==> src/rtl/alu_op_sequencer_pkg.sv <==
// Shared encodings for the ALU op sequencer: instruction fields, ALU control
// codes, operand-b select and the controller state type.
package alu_op_sequencer_pkg;

  localparam logic [5:0] OP_RTYPE  = 6'b000000;
  localparam logic [5:0] OP_REGIMM = 6'b000001;
  localparam logic [5:0] OP_BEQ    = 6'b000100;
  localparam logic [5:0] OP_BNE    = 6'b000101;
  localparam logic [5:0] OP_BLEZ   = 6'b000110;
  localparam logic [5:0] OP_BGTZ   = 6'b000111;
  localparam logic [5:0] OP_ADDI   = 6'b001000;
  localparam logic [5:0] OP_ANDI   = 6'b001100;
  localparam logic [5:0] OP_ORI    = 6'b001101;

  localparam logic [5:0] FN_ADD = 6'b100000;
  localparam logic [5:0] FN_SUB = 6'b100010;
  localparam logic [5:0] FN_AND = 6'b100100;
  localparam logic [5:0] FN_OR  = 6'b100101;
  localparam logic [5:0] FN_NOR = 6'b100111;
  localparam logic [5:0] FN_SLT = 6'b101010;

  localparam logic [4:0] RT_BLTZ = 5'b00000;
  localparam logic [4:0] RT_BGEZ = 5'b00001;

  localparam logic [3:0] GIN_AND  = 4'b0000;
  localparam logic [3:0] GIN_OR   = 4'b0001;
  localparam logic [3:0] GIN_ADD  = 4'b0010;
  localparam logic [3:0] GIN_SUB  = 4'b0110;
  localparam logic [3:0] GIN_SLT  = 4'b0111;
  localparam logic [3:0] GIN_BNE  = 4'b1000;
  localparam logic [3:0] GIN_BGEZ = 4'b1001;
  localparam logic [3:0] GIN_BGTZ = 4'b1011;
  localparam logic [3:0] GIN_NOR  = 4'b1100;
  localparam logic [3:0] GIN_BLEZ = 4'b1101;
  localparam logic [3:0] GIN_BLTZ = 4'b1110;
  localparam logic [3:0] GIN_PASS = 4'b1111;

  typedef enum logic [2:0] {
    ST_IDLE   = 3'd0,
    ST_DECODE = 3'd1,
    ST_EXEC   = 3'd2,
    ST_BRCALC = 3'd3,
    ST_DONE   = 3'd4
  } state_e;

  typedef enum logic [1:0] {
    B_SEL_RT   = 2'd0,
    B_SEL_IMM  = 2'd1,
    B_SEL_ZERO = 2'd2
  } b_sel_e;

  function automatic logic [31:0] sext16(input logic [15:0] v);
    return {{16{v[15]}}, v};
  endfunction

endpackage

==> src/rtl/alu_op_sequencer_if.sv <==
// Instruction, ALU and result channels of the ALU op sequencer.
interface alu_op_sequencer_if;

  logic        in_valid;
  logic        in_ready;
  logic [5:0]  in_opcode;
  logic [5:0]  in_funct;
  logic [4:0]  in_rt;
  logic [31:0] in_rs_val;
  logic [31:0] in_rt_val;
  logic [15:0] in_imm;
  logic [31:0] in_pc;

  logic [31:0] alu_a;
  logic [31:0] alu_b;
  logic [3:0]  alu_gin;
  logic [31:0] alu_sum;
  logic        alu_zout;

  logic        out_valid;
  logic        out_ready;
  logic [31:0] out_result;
  logic        out_is_branch;
  logic        out_taken;
  logic [31:0] out_target;
  logic        out_illegal;

  modport slave (
    input  in_valid, in_opcode, in_funct, in_rt, in_rs_val, in_rt_val, in_imm, in_pc,
    output in_ready,
    output alu_a, alu_b, alu_gin,
    input  alu_sum, alu_zout,
    output out_valid, out_result, out_is_branch, out_taken, out_target, out_illegal,
    input  out_ready
  );

  modport master (
    output in_valid, in_opcode, in_funct, in_rt, in_rs_val, in_rt_val, in_imm, in_pc,
    input  in_ready,
    input  alu_a, alu_b, alu_gin,
    output alu_sum, alu_zout,
    input  out_valid, out_result, out_is_branch, out_taken, out_target, out_illegal,
    output out_ready
  );

endinterface

==> src/rtl/alu_op_sequencer_decode.sv <==
// Combinational decode of opcode/funct/rt into ALU control code, operand-b
// select, immediate extension mode, branch flag and illegal flag.
module alu_op_decode
  import alu_op_sequencer_pkg::*;
(
  input  logic [5:0] opcode,
  input  logic [5:0] funct,
  input  logic [4:0] rt,
  output logic [3:0] gin,
  output b_sel_e     b_sel,
  output logic       imm_sext,
  output logic       is_branch,
  output logic       illegal
);

  // Map the instruction encoding onto ALU control and operand selection.
  always_comb begin
    gin       = GIN_PASS;
    b_sel     = B_SEL_RT;
    imm_sext  = 1'b0;
    is_branch = 1'b0;
    illegal   = 1'b0;
    case (opcode)
      OP_RTYPE: begin
        case (funct)
          FN_ADD:  gin = GIN_ADD;
          FN_SUB:  gin = GIN_SUB;
          FN_AND:  gin = GIN_AND;
          FN_OR:   gin = GIN_OR;
          FN_NOR:  gin = GIN_NOR;
          FN_SLT:  gin = GIN_SLT;
          default: illegal = 1'b1;
        endcase
      end
      OP_ADDI: begin
        gin      = GIN_ADD;
        b_sel    = B_SEL_IMM;
        imm_sext = 1'b1;
      end
      OP_ANDI: begin
        gin   = GIN_AND;
        b_sel = B_SEL_IMM;
      end
      OP_ORI: begin
        gin   = GIN_OR;
        b_sel = B_SEL_IMM;
      end
      OP_BEQ: begin
        gin       = GIN_SUB;
        is_branch = 1'b1;
      end
      OP_BNE: begin
        gin       = GIN_BNE;
        is_branch = 1'b1;
      end
      OP_BLEZ: begin
        gin       = GIN_BLEZ;
        b_sel     = B_SEL_ZERO;
        is_branch = 1'b1;
      end
      OP_BGTZ: begin
        gin       = GIN_BGTZ;
        b_sel     = B_SEL_ZERO;
        is_branch = 1'b1;
      end
      OP_REGIMM: begin
        b_sel = B_SEL_ZERO;
        case (rt)
          RT_BLTZ: begin
            gin       = GIN_BLTZ;
            is_branch = 1'b1;
          end
          RT_BGEZ: begin
            gin       = GIN_BGEZ;
            is_branch = 1'b1;
          end
          default: illegal = 1'b1;
        endcase
      end
      default: illegal = 1'b1;
    endcase
    // Illegal encodings never issue, so the control line stays at pass-through.
    if (illegal) begin
      gin = GIN_PASS;
    end else begin
      gin = gin;
    end
  end

endmodule

==> src/rtl/alu_op_sequencer.sv <==
// Multi-cycle issue controller: captures one decoded instruction, drives the
// shared ALU for the operation and the branch-target add, and holds the result.
module alu_op_sequencer
  import alu_op_sequencer_pkg::*;
#(
  parameter logic [31:0] PC_INC = 32'd4
) (
  input  logic              clk,
  input  logic              rst_n,
  alu_op_sequencer_if.slave bus
);

  state_e      state_q, state_d;
  logic [5:0]  opcode_q, opcode_d;
  logic [5:0]  funct_q, funct_d;
  logic [4:0]  rt_q, rt_d;
  logic [31:0] rs_val_q, rs_val_d;
  logic [31:0] rt_val_q, rt_val_d;
  logic [15:0] imm_q, imm_d;
  logic [31:0] pc_q, pc_d;
  logic [31:0] pc4_q, pc4_d;
  logic        is_branch_q, is_branch_d;
  logic        illegal_q, illegal_d;
  logic [31:0] res_q, res_d;
  logic        taken_q, taken_d;
  logic [31:0] tgt_q, tgt_d;
  logic [31:0] alu_a_q, alu_a_d;
  logic [31:0] alu_b_q, alu_b_d;
  logic [3:0]  alu_gin_q, alu_gin_d;
  logic        in_ready_q, in_ready_d;
  logic        out_valid_q, out_valid_d;
  logic [31:0] out_result_q, out_result_d;
  logic        out_is_branch_q, out_is_branch_d;
  logic        out_taken_q, out_taken_d;
  logic [31:0] out_target_q, out_target_d;
  logic        out_illegal_q, out_illegal_d;

  logic [3:0]  dec_gin_s;
  b_sel_e      dec_b_sel_s;
  logic        dec_imm_sext_s;
  logic        dec_is_branch_s;
  logic        dec_illegal_s;

  alu_op_decode u_decode (
    .opcode    (opcode_q),
    .funct     (funct_q),
    .rt        (rt_q),
    .gin       (dec_gin_s),
    .b_sel     (dec_b_sel_s),
    .imm_sext  (dec_imm_sext_s),
    .is_branch (dec_is_branch_s),
    .illegal   (dec_illegal_s)
  );

  // Next-state, datapath capture and output-register load.
  always_comb begin
    state_d         = state_q;
    opcode_d        = opcode_q;
    funct_d         = funct_q;
    rt_d            = rt_q;
    rs_val_d        = rs_val_q;
    rt_val_d        = rt_val_q;
    imm_d           = imm_q;
    pc_d            = pc_q;
    pc4_d           = pc4_q;
    is_branch_d     = is_branch_q;
    illegal_d       = illegal_q;
    res_d           = res_q;
    taken_d         = taken_q;
    tgt_d           = tgt_q;
    out_valid_d     = out_valid_q;
    out_result_d    = out_result_q;
    out_is_branch_d = out_is_branch_q;
    out_taken_d     = out_taken_q;
    out_target_d    = out_target_q;
    out_illegal_d   = out_illegal_q;
    alu_a_d         = 32'h0000_0000;
    alu_b_d         = 32'h0000_0000;
    alu_gin_d       = GIN_PASS;

    case (state_q)
      ST_IDLE: begin
        if (bus.in_valid) begin
          opcode_d = bus.in_opcode;
          funct_d  = bus.in_funct;
          rt_d     = bus.in_rt;
          rs_val_d = bus.in_rs_val;
          rt_val_d = bus.in_rt_val;
          imm_d    = bus.in_imm;
          pc_d     = bus.in_pc;
          state_d  = ST_DECODE;
        end else begin
          state_d = ST_IDLE;
        end
      end
      ST_DECODE: begin
        pc4_d       = pc_q + PC_INC;
        is_branch_d = dec_is_branch_s;
        illegal_d   = dec_illegal_s;
        if (dec_illegal_s) begin
          state_d = ST_DONE;
        end else begin
          state_d = ST_EXEC;
        end
      end
      ST_EXEC: begin
        res_d   = bus.alu_sum;
        taken_d = bus.alu_zout;
        if (is_branch_q) begin
          state_d = ST_BRCALC;
        end else begin
          state_d = ST_DONE;
        end
      end
      ST_BRCALC: begin
        tgt_d   = taken_q ? bus.alu_sum : pc4_q;
        state_d = ST_DONE;
      end
      ST_DONE: begin
        // First DONE cycle loads the result registers; they then hold until accepted.
        if (!out_valid_q) begin
          out_valid_d     = 1'b1;
          out_result_d    = (is_branch_q || illegal_q) ? 32'h0000_0000 : res_q;
          out_is_branch_d = is_branch_q;
          out_taken_d     = is_branch_q & taken_q;
          out_target_d    = is_branch_q ? tgt_q : 32'h0000_0000;
          out_illegal_d   = illegal_q;
        end else if (bus.out_ready) begin
          out_valid_d = 1'b0;
          state_d     = ST_IDLE;
        end else begin
          state_d = ST_DONE;
        end
      end
      default: state_d = ST_IDLE;
    endcase

    // ALU lines are registered, so they are computed from the state being entered.
    case (state_d)
      ST_EXEC: begin
        alu_a_d   = rs_val_q;
        alu_gin_d = dec_gin_s;
        case (dec_b_sel_s)
          B_SEL_RT:   alu_b_d = rt_val_q;
          B_SEL_IMM:  alu_b_d = dec_imm_sext_s ? sext16(imm_q) : {16'h0000, imm_q};
          B_SEL_ZERO: alu_b_d = 32'h0000_0000;
          default:    alu_b_d = 32'h0000_0000;
        endcase
      end
      ST_BRCALC: begin
        alu_a_d   = pc4_q;
        alu_b_d   = sext16(imm_q) << 2;
        alu_gin_d = GIN_ADD;
      end
      default: begin
        alu_a_d   = 32'h0000_0000;
        alu_b_d   = 32'h0000_0000;
        alu_gin_d = GIN_PASS;
      end
    endcase

    in_ready_d = (state_d == ST_IDLE);
  end

  // State and datapath registers.
  always_ff @(posedge clk or negedge rst_n) begin
    if (!rst_n) begin
      state_q         <= ST_IDLE;
      opcode_q        <= 6'b000000;
      funct_q         <= 6'b000000;
      rt_q            <= 5'b00000;
      rs_val_q        <= 32'h0000_0000;
      rt_val_q        <= 32'h0000_0000;
      imm_q           <= 16'h0000;
      pc_q            <= 32'h0000_0000;
      pc4_q           <= 32'h0000_0000;
      is_branch_q     <= 1'b0;
      illegal_q       <= 1'b0;
      res_q           <= 32'h0000_0000;
      taken_q         <= 1'b0;
      tgt_q           <= 32'h0000_0000;
      alu_a_q         <= 32'h0000_0000;
      alu_b_q         <= 32'h0000_0000;
      alu_gin_q       <= 4'b0000;
      in_ready_q      <= 1'b1;
      out_valid_q     <= 1'b0;
      out_result_q    <= 32'h0000_0000;
      out_is_branch_q <= 1'b0;
      out_taken_q     <= 1'b0;
      out_target_q    <= 32'h0000_0000;
      out_illegal_q   <= 1'b0;
    end else begin
      state_q         <= state_d;
      opcode_q        <= opcode_d;
      funct_q         <= funct_d;
      rt_q            <= rt_d;
      rs_val_q        <= rs_val_d;
      rt_val_q        <= rt_val_d;
      imm_q           <= imm_d;
      pc_q            <= pc_d;
      pc4_q           <= pc4_d;
      is_branch_q     <= is_branch_d;
      illegal_q       <= illegal_d;
      res_q           <= res_d;
      taken_q         <= taken_d;
      tgt_q           <= tgt_d;
      alu_a_q         <= alu_a_d;
      alu_b_q         <= alu_b_d;
      alu_gin_q       <= alu_gin_d;
      in_ready_q      <= in_ready_d;
      out_valid_q     <= out_valid_d;
      out_result_q    <= out_result_d;
      out_is_branch_q <= out_is_branch_d;
      out_taken_q     <= out_taken_d;
      out_target_q    <= out_target_d;
      out_illegal_q   <= out_illegal_d;
    end
  end

  assign bus.in_ready      = in_ready_q;
  assign bus.alu_a         = alu_a_q;
  assign bus.alu_b         = alu_b_q;
  assign bus.alu_gin       = alu_gin_q;
  assign bus.out_valid     = out_valid_q;
  assign bus.out_result    = out_result_q;
  assign bus.out_is_branch = out_is_branch_q;
  assign bus.out_taken     = out_taken_q;
  assign bus.out_target    = out_target_q;
  assign bus.out_illegal   = out_illegal_q;

endmodule

==> src/flat_wrapper.sv <==
// flat-port wrapper written by rule: the top's interface ports become plain ports
module alu_op_sequencer_flat import alu_op_sequencer_pkg::*;
#(
  parameter logic [31:0] PC_INC = 32'd4
)
  (clk, rst_n, bus_in_valid, bus_in_opcode, bus_in_funct, bus_in_rt, bus_in_rs_val, bus_in_rt_val, bus_in_imm, bus_in_pc, bus_in_ready, bus_alu_a, bus_alu_b, bus_alu_gin, bus_alu_sum, bus_alu_zout, bus_out_valid, bus_out_result, bus_out_is_branch, bus_out_taken, bus_out_target, bus_out_illegal, bus_out_ready);
  alu_op_sequencer_if bus_i ();
  input  logic clk;
  input  logic rst_n;
  input wire logic [$bits(bus_i.in_valid)-1:0] bus_in_valid;
  input wire logic [$bits(bus_i.in_opcode)-1:0] bus_in_opcode;
  input wire logic [$bits(bus_i.in_funct)-1:0] bus_in_funct;
  input wire logic [$bits(bus_i.in_rt)-1:0] bus_in_rt;
  input wire logic [$bits(bus_i.in_rs_val)-1:0] bus_in_rs_val;
  input wire logic [$bits(bus_i.in_rt_val)-1:0] bus_in_rt_val;
  input wire logic [$bits(bus_i.in_imm)-1:0] bus_in_imm;
  input wire logic [$bits(bus_i.in_pc)-1:0] bus_in_pc;
  output wire logic [$bits(bus_i.in_ready)-1:0] bus_in_ready;
  output wire logic [$bits(bus_i.alu_a)-1:0] bus_alu_a;
  output wire logic [$bits(bus_i.alu_b)-1:0] bus_alu_b;
  output wire logic [$bits(bus_i.alu_gin)-1:0] bus_alu_gin;
  input wire logic [$bits(bus_i.alu_sum)-1:0] bus_alu_sum;
  input wire logic [$bits(bus_i.alu_zout)-1:0] bus_alu_zout;
  output wire logic [$bits(bus_i.out_valid)-1:0] bus_out_valid;
  output wire logic [$bits(bus_i.out_result)-1:0] bus_out_result;
  output wire logic [$bits(bus_i.out_is_branch)-1:0] bus_out_is_branch;
  output wire logic [$bits(bus_i.out_taken)-1:0] bus_out_taken;
  output wire logic [$bits(bus_i.out_target)-1:0] bus_out_target;
  output wire logic [$bits(bus_i.out_illegal)-1:0] bus_out_illegal;
  input wire logic [$bits(bus_i.out_ready)-1:0] bus_out_ready;
  assign bus_i.in_valid = bus_in_valid;
  assign bus_i.in_opcode = bus_in_opcode;
  assign bus_i.in_funct = bus_in_funct;
  assign bus_i.in_rt = bus_in_rt;
  assign bus_i.in_rs_val = bus_in_rs_val;
  assign bus_i.in_rt_val = bus_in_rt_val;
  assign bus_i.in_imm = bus_in_imm;
  assign bus_i.in_pc = bus_in_pc;
  assign bus_in_ready = bus_i.in_ready;
  assign bus_alu_a = bus_i.alu_a;
  assign bus_alu_b = bus_i.alu_b;
  assign bus_alu_gin = bus_i.alu_gin;
  assign bus_i.alu_sum = bus_alu_sum;
  assign bus_i.alu_zout = bus_alu_zout;
  assign bus_out_valid = bus_i.out_valid;
  assign bus_out_result = bus_i.out_result;
  assign bus_out_is_branch = bus_i.out_is_branch;
  assign bus_out_taken = bus_i.out_taken;
  assign bus_out_target = bus_i.out_target;
  assign bus_out_illegal = bus_i.out_illegal;
  assign bus_i.out_ready = bus_out_ready;
  alu_op_sequencer #(.PC_INC(PC_INC)) u_core (.clk(clk), .rst_n(rst_n), .bus(bus_i));
endmodule
==> config.mk <==
export PLATFORM = sky130hd
export DESIGN_NAME = alu_op_sequencer_flat
export DESIGN_NICKNAME = d
export VERILOG_FILES = /design/src/rtl/alu_op_sequencer_pkg.sv /design/src/rtl/alu_op_sequencer_if.sv /design/src/rtl/alu_op_sequencer_decode.sv /design/src/rtl/alu_op_sequencer.sv /design/src/flat_wrapper.sv
export SDC_FILE = /design/constraint.sdc
export NUM_CORES = 1
export LEC_CHECK = 0
export CAP_MARGIN = 20
export CELL_PAD_IN_SITES_DETAIL_PLACEMENT = 0
export CELL_PAD_IN_SITES_GLOBAL_PLACEMENT = 1
export CORE_UTILIZATION = 41
export DETAILED_ROUTE_END_ITERATION = 8
export PLACE_DENSITY_LB_ADDON = 0.1
export SLEW_MARGIN = 20
export SYNTH_ARGS = -nofsm -noshare
export SYNTH_HDL_FRONTEND = slang
export SYNTH_SLANG_ARGS = --single-unit
==> constraint.sdc <==
create_clock -name clk -period 2.1 [get_ports clk]
set_input_delay 0.42 -clock clk [delete_from_list [all_inputs] [get_ports clk]]
set_output_delay 0.42 -clock clk [all_outputs]
set_load 0.005 [all_outputs]
==> flow_metrics.py, run 1 <==
metrics = {
    "outcome": {
        "status": "finished, violations left",
        "violations": "design-rule violations",
    },
    "worst_setup_path": {
        "timing.rr.end": "u_core.bus.alu_a[25]$_DFF_PN0_",
        "endpoint_kind": "output pin",
        "slowest_delay_ns": 0.53,
        "worst-r2r-setup-slack_ns": 0.12,
        "ff2ff_path_depth": 6,
        "path_cells": "clkdlybuf4s50_1",
        "cp.required_ns": 1.68,
        "start_kind": "flop",
        "cp_slowest_cell": "clkdlybuf4s50_1",
        "path_buf_inv": 1,
        "crit_arrival_ns": 1.56,
        "cp_top_family": "buffers and inverters",
        "r2r_start": "u_core.rt_q[4]$_DFFE_PN0P_",
        "path_class": "reg -> out",
        "crit_fanout": 1,
    },
    "global_routing": {
        "antenna_found_initial": 3,
        "first_global_vias": 10360,
        "grt_max_degree": 73,
        "grt_overflow": 0,
        "grt_usage_pct": 21.51,
        "grt_first_pass_wirelength_mm": 60.57,
    },
    "clocking": {
        "clk_pin_slew_ns": 0.06,
        "clockRootBuffer": "clkbuf_16",
        "insertion_delay_ns": 0.53,
        "clock-sinks": 368,
        "post_cts_buffers": 0,
        "cts_buffers": 40,
        "cts-resized-gates": 0,
        "htree_num_levels": 2,
        "cts_tree": "yes",
        "cts_buffer_depth": 3,
    },
    "logic_synthesis": {
        "yosysTopAreaCell": "dfrtp_1",
        "async_flop_share_pct": 100.0,
        "syn_avg_cell_area_sq_um": 11.98,
        "syn_inst": 1246,
        "synth_ff_type": "dfrtp_1",
        "netlist_top_cells_area": "dfrtp_1, mux2_2, nand2_1, o21ai_0, mux2i_1",
        "yosys_warnings": 0,
        "synth_fp_nets": 1413,
        "postSynthRegisterBits": 368,
        "netlist_area_sq_um": 14930,
        "synth-edff-count": 0,
        "synthDistinctLibCells": 56,
        "yosysTopAreaCellShare_pct": 61.50,
        "yosysSeqAreaShare_pct": 61.68,
    },
    "sta": {
        "final_max_slew_viol_count": 0,
        "setup_violations": 0,
        "hold_viol": 0,
        "fin_crit_sh_pct": 94.34,
        "timing.setup.tns_ns": 0,
        "setup_slack_ns": 0.1188,
        "max_freq_mhz": 504.7,
        "slew_headroom_pct": 64.50,
        "period_needed_ns": 1.981,
        "worst_pin_slew_ns": 0.5325,
        "fin_skew_ns": 0.01446,
        "rsz0062_at_grt": "no",
    },
    "die": {
        "dieArea_sq_um": 37190,
        "num_rows": 69,
        "coreArea_sq_um": 35740,
        "ios": 303,
        "die_w_microns": 192.8,
        "fp.dieH_microns": 192.8,
        "start_util_pct": 41.78,
    },
    "run": {
        "max-cap-violations": 0,
    },
    "place": {
        "globalplace.congestion": 0.8363,
        "preCtsSetupSlack_ns": 0.001254,
        "port_buffers": 302,
        "detailed_place_hpwl_mm": 28.04,
    },
    "pwr": {
        "p_per_area_nw_per_um2": 1343,
        "p_leak_nw": 8.589,
        "vdd_drop_max_v": 0.0007692,
    },
    "layout": {
        "nets": 1722,
        "drive_gt1_share_pct": 18.49,
        "syn_to_final_growth_pct": 34.90,
        "fin_util_pct": 56.36,
    },
    "detailed_routing": {
        "drtAntennaViolNets": 0,
        "detail_route.wl_per_cell_microns": 19.15,
        "drc_errors": 64,
        "viasPerCell": 5.030,
        "drtIter0Drc": 582,
        "finalWirelength_mm": 39.31,
        "dr.pass1.iters": 7,
        "vias": 10320,
    },
    "min_path": {
        "hold_path.class": "in -> async",
    },
}
==> synth_stat cells (4+ instances only) <==
cell	count
nand4_1	10
xor2_1	23
nor2_1	14
a22oi_1	16
and4_1	5
a22o_1	32
dfrtp_1	367
buf_2	25
nand3_1	14
o21ai_0	132
nor4_4	4
nor3_1	6
a21oi_1	21
buf_6	6
nand2b_1	5
nand2_1	238
nor2b_1	4
clkbuf_1	44
o21ai_1	29
buf_1	8
mux2_2	161
xnor2_1	4
mux2i_1	33
inv_1	4
==> logic make-up (layout without fill, tap and decap cells) <==
logic type	count (synthesis)	after routing	share of synthesized area, %
fa+ha+maj	1	1	0.08377
buf+inv	88	427	2.748
simple gates	321	321	9.761
compound gates	246	246	9.694
other cells	0	6	0
mux	195	195	14.45
flops	368	368	61.68
xor+xnor	27	27	1.584
==> metal layers <==
layer,wire [microns],track usage [%],share of wire (%)
met1,19150,32.21,49
met2,17380,31.54,44
met3,1798,3.328,4.6
met4,978,7.389,2.5
met5,0,0,0
==> layout by cell type (no fill, tap or decap), types with 12 or more instances in the layout <==
| master | count |
|---|---|
| a21oi_1 | 21 |
| a22o_1 | 32 |
| a22oi_1 | 16 |
| buf_12 | 19 |
| buf_4 | 29 |
| clkbuf_16 | 41 |
| clkdlybuf4s50_1 | 301 |
| dfrtp_1 | 366 |
| mux2_2 | 161 |
| mux2i_1 | 33 |
| nand2_1 | 238 |
| nand3_1 | 14 |
| nor2_1 | 12 |
| o21ai_0 | 132 |
| o21ai_1 | 28 |
| xor2_1 | 23 |
==> state kept, by name (all words and copies together) (netlist names), 4 cells and up <==
register / flops
u_core.pc_q: 32
u_core.tgt_q: 32
u_core.bus.out_result: 32
u_core.bus.alu_gin: 4
u_core.res_q: 32
u_core.rt_q: 5
u_core.rs_val_q: 32
u_core.imm_q: 16
u_core.rt_val_q: 32
u_core.bus.alu_a: 32
u_core.pc4_q: 32
u_core.opcode_q: 6
u_core.bus.out_target: 32
u_core.funct_q: 6
u_core.bus.alu_b: 32
==> cell type report <==
cell class	instances	area, sq um
clock buffer	60	1177
clock inverter	12	167.7
sequential	368	9211
timing repair buffer	351	3636
multi-input combinational	790	5345
fill	3109	15600
inverter	4	15.01
tap	461	576.8
antenna	6	15.01
==> how the worst max path moves through the flow <==
stage,from,cells after the start,to
3_3_place_gp,bus_in_valid,5,u_core.rs_val_q[25]$_DFFE_PN0P_
4_1_cts,u_core.bus.in_ready$_DFF_PN1_,1,bus_in_ready
5_1_grt,u_core.opcode_q[1]$_DFFE_PN0P_,6,u_core.bus.alu_b[10]$_DFF_PN0_
6_report,u_core.bus.in_ready$_DFF_PN1_,1,bus_in_ready
2_1_floorplan,u_core.state_q[0]$_DFF_PN0_,5,u_core.imm_q[0]$_DFFE_PN0P_
3_5_place_dp,bus_in_valid,5,u_core.pc_q[9]$_DFFE_PN0P_
==> repair_timing <==
action,in CTS,in global routing
endpoints found under the hold margin,33,0
hold buffers,1,0
endpoints found under the setup margin,0,1
==> stage by stage <==
step	total power [W]	instance area (sq um)	instances	hold WS (ns)
after detailed placement	0.02008	18770	1973	0.3483
after CTS	0.02738	20130	2046	0.3823
after global placement	0.01984	18770	1973	0.3526
after global routing	0.02881	20140	2049	0.4003
after floorplan	0.01619	14930	1246	0.1244
final	0.02706	20140	2052	0.3941
==> power by group <==
part / internal, W / total, W / switching, W
sequential: 0.00978 / 0.0119 / 0.00213
clock: 0.00437 / 0.00719 / 0.00282
combinational: 0.00442 / 0.00796 / 0.00354
(Power assumes the default switching activity.)
==> run 2: changes to the inputs <==
--- a/config.mk
+++ b/config.mk
@@ -11,6 +11,8 @@
 export CORE_UTILIZATION = 41
 export DETAILED_ROUTE_END_ITERATION = 8
 export PLACE_DENSITY_LB_ADDON = 0.1
+export RECOVER_POWER = 50
+export SKIP_LAST_GASP = 1
 export SLEW_MARGIN = 20
 export SYNTH_ARGS = -nofsm -noshare
 export SYNTH_HDL_FRONTEND = slang
==> run 2 against run 1 <==
Net effect:
- the flow still finishes with violations (design-rule violations)
- combinational power fell by 0.5%
- clock-buffer cell count did not move
- clock power barely moved
- die area did not move
- clock skew barely moved
- first-iteration DRC count fell by 1.5%
- hold slack improved by 0.066 ns
- register-to-register slack barely moved
- sequential share of layout area rose by 0.16 points
- final cell count did not move
- maximum frequency fell by 0.49%
- critical path type is now reg -> reg
- highest routed layer unchanged
==> flow_metrics.py, run 2 (synthesized netlist as in run 1, its figures left out) <==
metrics = {
    "layout": {
        "fin_util_pct": 56.17,
        "nets": 1722,
        "mostFrequentLayoutCell": "dfrtp_1",
        "syn_to_final_growth_pct": 34.44,
        "drive_gt1_share_pct": 18.42,
        "layout_common_cells": "dfrtp_1, clkdlybuf4s50_1, nand2_1",
        "nFillCells": 3114,
    },
    "worst_setup_path": {
        "worst-r2r-setup-slack_ns": 0.11,
        "start_kind": "flop",
        "path_class": "reg -> reg",
        "crit_fanout": 26,
        "crit_arrival_ns": 2.40,
        "endpoint_kind": "flop",
        "r2r_start": "u_core.state_q[0]$_DFF_PN0_",
        "cp.required_ns": 2.51,
        "startpoint": "u_core.state_q[0]$_DFF_PN0_",
        "ff2ff_path_depth": 4,
        "timing.rr.end": "u_core.pc_q[9]$_DFFE_PN0P_",
    },
    "clocking": {
        "clk_pin_slew_ns": 0.06,
        "cts_buffer_depth": 3,
        "cts_tree": "yes",
        "htree_num_levels": 2,
        "post_cts_buffers": 0,
        "clockRootBuffer": "clkbuf_16",
        "cts_buffers": 40,
        "clock-sinks": 368,
        "insertion_delay_ns": 0.53,
    },
    "pwr": {
        "combPwrFrac_pct": 29.3,
        "p_leak_nw": 8.562,
        "intPower_w": 0.01853,
        "p_sw_w": 0.008493,
        "swShare_pct": 31.42,
        "vdd_drop_max_v": 0.0007692,
        "seq_power_share_pct": 44.1,
        "p_total_w": 0.02703,
        "clockPowerShare_pct": 26.6,
        "p_per_area_nw_per_um2": 1346,
    },
    "sta": {
        "fin_crit_sh_pct": 94.81,
        "hold_viol": 0,
        "fin_skew_ns": 0.01480,
        "rsz0062_at_grt": "no",
        "final_max_slew_viol_count": 0,
        "max_freq_mhz": 502.3,
        "worst_pin_slew_ns": 1.312,
        "slew_headroom_pct": 12.52,
        "timing.setup.tns_ns": 0,
        "setup_violations": 0,
        "period_needed_ns": 1.991,
    },
    "die": {
        "start_util_pct": 41.78,
        "die_w_microns": 192.8,
        "num_rows": 69,
        "coreArea_sq_um": 35740,
        "dieArea_sq_um": 37190,
        "fp.dieH_microns": 192.8,
        "ios": 303,
    },
    "detailed_routing": {
        "drtAntennaViolNets": 0,
        "dr.pass1.iters": 7,
        "finalWirelength_mm": 39.33,
        "viasPerCell": 5.045,
        "drc_errors": 64,
        "drtIter0Drc": 573,
        "vias": 10350,
        "detail_route.wl_per_cell_microns": 19.17,
    },
    "global_routing": {
        "antenna_found_initial": 3,
        "first_global_vias": 10360,
        "grt_overflow": 0,
        "grt_usage_pct": 21.51,
        "grt_first_pass_wirelength_mm": 60.57,
        "grt_max_degree": 73,
    },
    "outcome": {
        "status": "finished, violations left",
        "violations": "design-rule violations",
    },
    "min_path": {
        "hold_start": "bus_in_opcode[0]",
        "hold_path.class": "in -> reg",
        "holdPathStages": 3,
        "whs_endpoint": "u_core.opcode_q[0]$_DFFE_PN0P_",
    },
    "place": {
        "detailed_place_hpwl_mm": 28.04,
        "globalplace.congestion": 0.8363,
        "port_buffers": 302,
    },
    "run": {
        "max-cap-violations": 0,
    },
}
## run 2: worst max-delay path by stage
stage	to	slack, ns
global placement	u_core.rs_val_q[25]$_DFFE_PN0P_	0.04
detailed placement	u_core.pc_q[9]$_DFFE_PN0P_	0.001
CTS	bus_in_ready	0.06
finish	u_core.pc_q[9]$_DFFE_PN0P_	0.11
global route	u_core.bus.alu_a[25]$_DFF_PN0_	0.006
floorplan	u_core.imm_q[0]$_DFFE_PN0P_	0.27
## run 2: critical path, stage by stage, from the launching register on
cell	delay [ns]
dfrtp_1	0.49
nor4b_4	0.40
buf_12	0.21
clkbuf_4	0.37
mux2_2	0.39
## run 2: power groups by stage
stage                     clock [W]  combinational (W)  sequential, W
after floorplan                   0            0.00495         0.0112
after global placement            0            0.00788         0.0120
after detailed placement          0            0.00805         0.0120
after CTS                   0.00738            0.00808         0.0119
after global routing        0.00767            0.00881         0.0123
final                       0.00720            0.00792         0.0119
## run 2: routing by layer
| metal | vias to the layer above | routed length [microns] | GRT usage [%] |
|---|---|---|---|
| met5 | - | 0 | 0 |
| met4 | 0 | 1043 | 7.389 |
| met3 | 59 | 1868 | 3.328 |
| met2 | 252 | 17420 | 31.54 |
| met1 | 5083 | 18990 | 32.21 |
| li1 | 4959 | - | - |
## run 2: metrics by stage
step | cells | setup slack, ns | hold WS [ns] | area, sq um
floorplan | 1246 | 0.2723 | 0.1244 | 14930
global placement | 1973 | 0.03787 | 0.3526 | 18770
detailed placement | 1973 | 0.001254 | 0.3483 | 18770
CTS | 2046 | 0.06431 | 0.3823 | 20130
global route | 2049 | 0.006371 | 0.4634 | 20070
finish | 2052 | 0.1090 | 0.4602 | 20080
## run 2: final cells by class
type / count / area (sq um) / share of cell area [%]
inverter: 4 / 15.01 / 0.07479
clock inverter: 12 / 167.7 / 0.8352
tap: 461 / 576.8 / 2.873
sequential: 368 / 9211 / 45.88
clock buffer: 60 / 1177 / 5.865
timing repair buffer: 351 / 3567 / 17.77
antenna: 6 / 15.01 / 0.07479
multi-input combinational: 790 / 5345 / 26.63
## run 2: timing repair
item / 4_1_cts / 5_1_grt
setup endpoints to repair: 0 / 1
hold buffers: 1 / 0
resized for setup: 0 / 0
hold endpoints to repair: 33 / 0
